<file path="src/rtl/m68k_bus_arbiter.sv">
// m68k_bus_arbiter: hands the 68000 bus to an external DMA master.
// BR/BGACK handshake, held off while the local bus sequencer is mid-cycle.
// Every decision is taken on a falling edge of the 7 MHz bus clock, which is
// detected after synchronizing that clock into the PI_CLK domain.
module m68k_bus_arbiter #(
  parameter int unsigned SYNC_STAGES    = 2,
  parameter logic [7:0]  GRANT_TIMEOUT  = 8'd255,
  parameter int unsigned RECLAIM_CYCLES = 2
) (
  input  logic       PI_CLK,
  input  logic       RST,
  input  logic       M68K_CLK,
  input  logic       M68K_BR_n,
  input  logic       M68K_BGACK_n,
  input  logic       CPU_BUSY,
  input  logic       ERR_CLR,
  output logic       M68K_BG_n,
  output logic       CPU_GNT,
  output logic       DMA_ACTIVE,
  output logic       TIMEOUT_ERR,
  output logic [2:0] ARB_STATE
);

  localparam logic [7:0] RECLAIM_LAST = 8'(RECLAIM_CYCLES - 1);

  typedef enum logic [2:0] {
    IDLE    = 3'd0,
    PEND    = 3'd1,
    GRANT   = 3'd2,
    DMA     = 3'd3,
    RECLAIM = 3'd4
  } state_e;

  logic [SYNC_STAGES-1:0] br_sync_q;
  logic [SYNC_STAGES-1:0] ack_sync_q;
  logic [2:0]             c7m_q;
  logic                   br;
  logic                   ack;
  logic                   c7m_fall;

  state_e     state_q;
  logic [7:0] cnt_q;
  logic       err_q;

  // Synchronizers for the asynchronous bus-side inputs; idle values on reset.
  always_ff @(posedge PI_CLK) begin
    if (RST) begin
      br_sync_q  <= '1;
      ack_sync_q <= '1;
      c7m_q      <= '0;
    end else begin
      br_sync_q  <= {br_sync_q[SYNC_STAGES-2:0], M68K_BR_n};
      ack_sync_q <= {ack_sync_q[SYNC_STAGES-2:0], M68K_BGACK_n};
      c7m_q      <= {c7m_q[1:0], M68K_CLK};
    end
  end

  assign br       = ~br_sync_q[SYNC_STAGES-1];
  assign ack      = ~ack_sync_q[SYNC_STAGES-1];
  assign c7m_fall = c7m_q[2] & ~c7m_q[1];

  // Arbitration FSM, counter and sticky timeout flag; advances only on c7m falls.
  always_ff @(posedge PI_CLK) begin
    if (RST) begin
      state_q <= IDLE;
      cnt_q   <= '0;
      err_q   <= 1'b0;
    end else begin
      // A clear is overridden by a timeout set later in this block.
      if (ERR_CLR) err_q <= 1'b0;
      if (c7m_fall) begin
        case (state_q)
          IDLE: begin
            if (br) begin
              state_q <= PEND;
              cnt_q   <= '0;
            end
          end
          PEND: begin
            if (!br) begin
              state_q <= IDLE;
              cnt_q   <= '0;
            end else if (!CPU_BUSY) begin
              state_q <= GRANT;
              cnt_q   <= '0;
            end
          end
          GRANT: begin
            if (ack) begin
              state_q <= DMA;
              cnt_q   <= '0;
            end else if (!br) begin
              state_q <= IDLE;
              cnt_q   <= '0;
            end else if (cnt_q == GRANT_TIMEOUT) begin
              state_q <= IDLE;
              cnt_q   <= '0;
              err_q   <= 1'b1;
            end else begin
              cnt_q <= cnt_q + 8'd1;
            end
          end
          DMA: begin
            if (!ack) begin
              state_q <= RECLAIM;
              cnt_q   <= '0;
            end
          end
          RECLAIM: begin
            if (cnt_q == RECLAIM_LAST) begin
              state_q <= IDLE;
              cnt_q   <= '0;
            end else begin
              cnt_q <= cnt_q + 8'd1;
            end
          end
          default: begin
            state_q <= IDLE;
            cnt_q   <= '0;
          end
        endcase
      end
    end
  end

  // Outputs are straight decodes of the state register.
  assign ARB_STATE   = state_q;
  assign CPU_GNT     = (state_q == IDLE);
  assign M68K_BG_n   = (state_q != GRANT);
  assign DMA_ACTIVE  = (state_q == DMA);
  assign TIMEOUT_ERR = err_q;

endmodule

</file>
<file path="config.mk">
export PLATFORM = sky130hd
export DESIGN_NAME = m68k_bus_arbiter
export DESIGN_NICKNAME = d
export VERILOG_FILES = /design/src/rtl/m68k_bus_arbiter.sv
export SDC_FILE = /design/constraint.sdc
export NUM_CORES = 1
export LEC_CHECK = 0
export ABC_AREA = 1
export CORE_ASPECT_RATIO = 1.2
export CORE_MARGIN = 2
export CORE_UTILIZATION = 35
export CTS_BUF_LIST = sky130_fd_sc_hd__clkbuf_16
export CTS_CLUSTER_DIAMETER = 150
export DETAILED_ROUTE_END_ITERATION = 10
export PLACE_DENSITY_LB_ADDON = 0.05
export SLEW_MARGIN = 20
export SYNTH_ARGS = -nofsm -noshare
export SYNTH_HDL_FRONTEND = slang
export SYNTH_SLANG_ARGS = --single-unit
</file>
<file path="constraint.sdc">
create_clock -name PI_CLK -period 1.53 [get_ports PI_CLK]
set_input_delay 0.2295 -clock PI_CLK [delete_from_list [all_inputs] [get_ports PI_CLK]]
set_output_delay 0.2295 -clock PI_CLK [all_outputs]
set_load 0.05 [all_outputs]
</file>
==> metrics, run 1 <==
power per cell area=802 nW/µm²; DRT antenna net count=0; r2r endpoint=cnt_q[3]; drt first pass iters=4; CP startpoint=cnt_q[0]; Slew @ Worst Pin=284 ps; GRT Total Usage=0.141; row count=21; DRT iter0 DRCs=25; Critical Path Sink=cnt_q[3]; Worst Path Max Fanout=6; CTS root buffer=clkbuf_16; gp weighted congestion=0.835; TNS Setup=0 ps; LEAKAGE=about 0.56 nW; Clock Latency Late Sink=250 ps; Arr. time, crit path=1530 ps; WL final=2.12 mm; skew final=4.29 ps; Die Area=approximately 3400 µm²; # IOs=14; Num CTS Buffers=3; GRT overflow=0; ant diodes=0; Max VDD drop=slightly above 0.7 mV; Seq/Total Area, Yosys=0.369; status=finished clean; share of cells above drive strength 1=0.278; CTS H-tree depth=1; top-count cell post-synth=nand2_1; Max Slew Vio Count=0; Slew headroom=0.809; #FFs+latches synth=19; CP Capture Type=register; vias=909; CTS max path bufs=2; Tmin final=1380 ps; Layout fillers=280; worst hold start=c7m_q[0]; worst reg2reg startpoint=cnt_q[0]; clock sinks=19; commonest cells in the netlist=nand2_1, nor2_1, inv_1; DRC Markers=0; syn nets=152; worst hold path class=register to register; multi-input logic area=588 µm²; fin nets=172; R2R depth=10; Synth warnings=0; mux contribution to synthesized area=0; Storage cell area=392 µm²; Yosys top cell by area=dfxtp_1; Setup Viol. Count Final=0; fin crit share=0.905; routed len/inst=10.8 µm; area growth from synthesis to layout=33.7%; Cell variety after synth=23; Most used DFF post-synth=dfxtp_1; Power, Total=0.00111 W; xor and xnor fraction of the mapped netlist area=0; largest family of logic cells by synthesized area=simple AND/OR/NAND/NOR gates; fmax=722 MHz; reg2reg setup slack=~150 ps; Post-synth EDFFs=0; startpoint type of the worst setup path=register; Post-Synth Adder-Cell Area=0.0243; Area contributors post-synth=dfxtp_1, nand2_1, nor2_1; core area=2810 µm²; vias in the first global route=about 840; Synth async-reset ratio=0; critical path class=register to register; Port-buffer cells=13; Mapped Avg Cell Area=7.21 µm²; RSZ-0062 raised after global routing=no; CTS tree=built; Gate Count Post-Synth=about 140; Post-DP HPWL=1.69 mm; Worst EP required=1680 ps; number of antenna violations at the first check in global routing=0; Final Hold Vio Count=0; post-synth top area share=0.369; DIE WIDTH=53.5 µm; largest net degree at the start of global routing=12; first-pass GRT wire length=3.65 mm; Worst-path clk slew=60 ps; DIE HEIGHT=63.5 µm; vias per cell=4.64; compound-cell area share of the yosys netlist=0.0922; Mapped Area=1030 µm²; Max Cap Viol=0; Initial Util=0.367; Post-Synth Simple-Gate Area=0.434
-- power breakdown --
group	switching (W)	leakage, nW	internal (W)	total [W]
clock	0.000178	0.0409	0.000350	0.000527
sequential	0.00000590	0.158	0.000501	0.000507
combinational	0.0000365	0.362	0.0000351	0.0000715
total	0.000220	0.561	0.000885	0.00111
-- worst max-delay path, cell delays in order, from the launching register on --
cell	delay [ps]
dfxtp_2	350
ha_2	190
nand2_2	70
nor2_2	110
nand2_1	70
nand2_2	110
nand2_4	90
nor2_4	150
nor2_4	40
nand2_1	60
inv_1	40
-- layer usage --
metal	vias to the layer above	global-route usage	part of all wire
li1	487	-	-
met1	409	0.199	0.50
met2	11	0.219	0.46
met3	2	0.0213	0.033
met4	0	0.0385	0.0089
met5	-	0	0
-- flip-flops by register name, indices dropped and copies added (netlist names) --
name and cells:
c7m_q 3, TIMEOUT_ERR 1, br_sync_q 2, cnt_q 8, ARB_STATE 3, ack_sync_q 2
-- layout by cell type, fill, tap and decap left out --
cell             count
inv_2                1
ha_2                 1
nand3_1              7
o21ai_1              3
clkbuf_16            3
nand3_2              3
dfxtp_4              2
nand2_1             28
nor3_1               3
nor3_4               1
o2bb2ai_1            1
clkinv_2             1
ha_1                 1
buf_12               5
buf_4                5
dfxtp_1             14
nand2_4              2
nor2_4               4
nand4_4              1
nor3_2               1
or2_2                4
nor2_1              21
o21ai_0              3
nand3_4              1
nand4_1              1
nand2_2              4
o21bai_2             1
clkdlybuf4s50_1      6
a21oi_1              9
nor2_2               2
inv_1               20
dfxtp_2              3
-- repair_timing --
item	in CTS	in global routing
endpoints found under the setup margin	0	5
gates resized for setup	0	3
setup buffers	0	0
hold buffers	0	0
-- area by class of cell --
cell class | instances | share of cell area
Clock buffer | 3 | 0.0544
Clock inverter | 1 | 0.00363
Inverter | 21 | 0.0572
Multi-Input combinational cell | 102 | 0.426
Sequential cell | 19 | 0.284
Tap cell | 34 | 0.0309
Timing Repair Buffer | 16 | 0.143
-- per-stage QoR --
step           utilization  worst slack [ps]  hold WS (ps)  cells  area, µm²
6_report             0.490               146           402    196       1380
5_1_grt              0.490              4.10           417    196       1380
4_1_cts              0.489              81.4           409    196       1370
3_5_place_dp         0.460              43.3           401    192       1290
3_3_place_gp         0.460              45.9           393    192       1290
2_1_floorplan            -              13.1           333    143       1060
-- worst min-delay path by stage --
stage | end | slack (ps) | cells after the start
floorplan | ack_sync_q[0] | 330 | 1
global placement | ack_sync_q[1] | 390 | 1
detailed placement | ack_sync_q[1] | 400 | 1
CTS | c7m_q[1] | 410 | 2
global route | c7m_q[1] | 420 | 2
finish | c7m_q[1] | 400 | 2
-- kinds of logic after synthesis --
group | count (synthesis)
buffers and inverters | 22
AND/OR/NAND/NOR | 83
AO/OA/AOI/OAI | 17
flip-flops | 19
adder cells (fa/ha/maj) | 2
Note: power is estimated with default switching activity, not from simulation.
==> run 2: changes to the inputs <==
Settings changed: SKIP_LAST_GASP set to 1.
==> results of run 2 <==
Same layout as run 1: the final DEF is identical, and so are final timing and power.
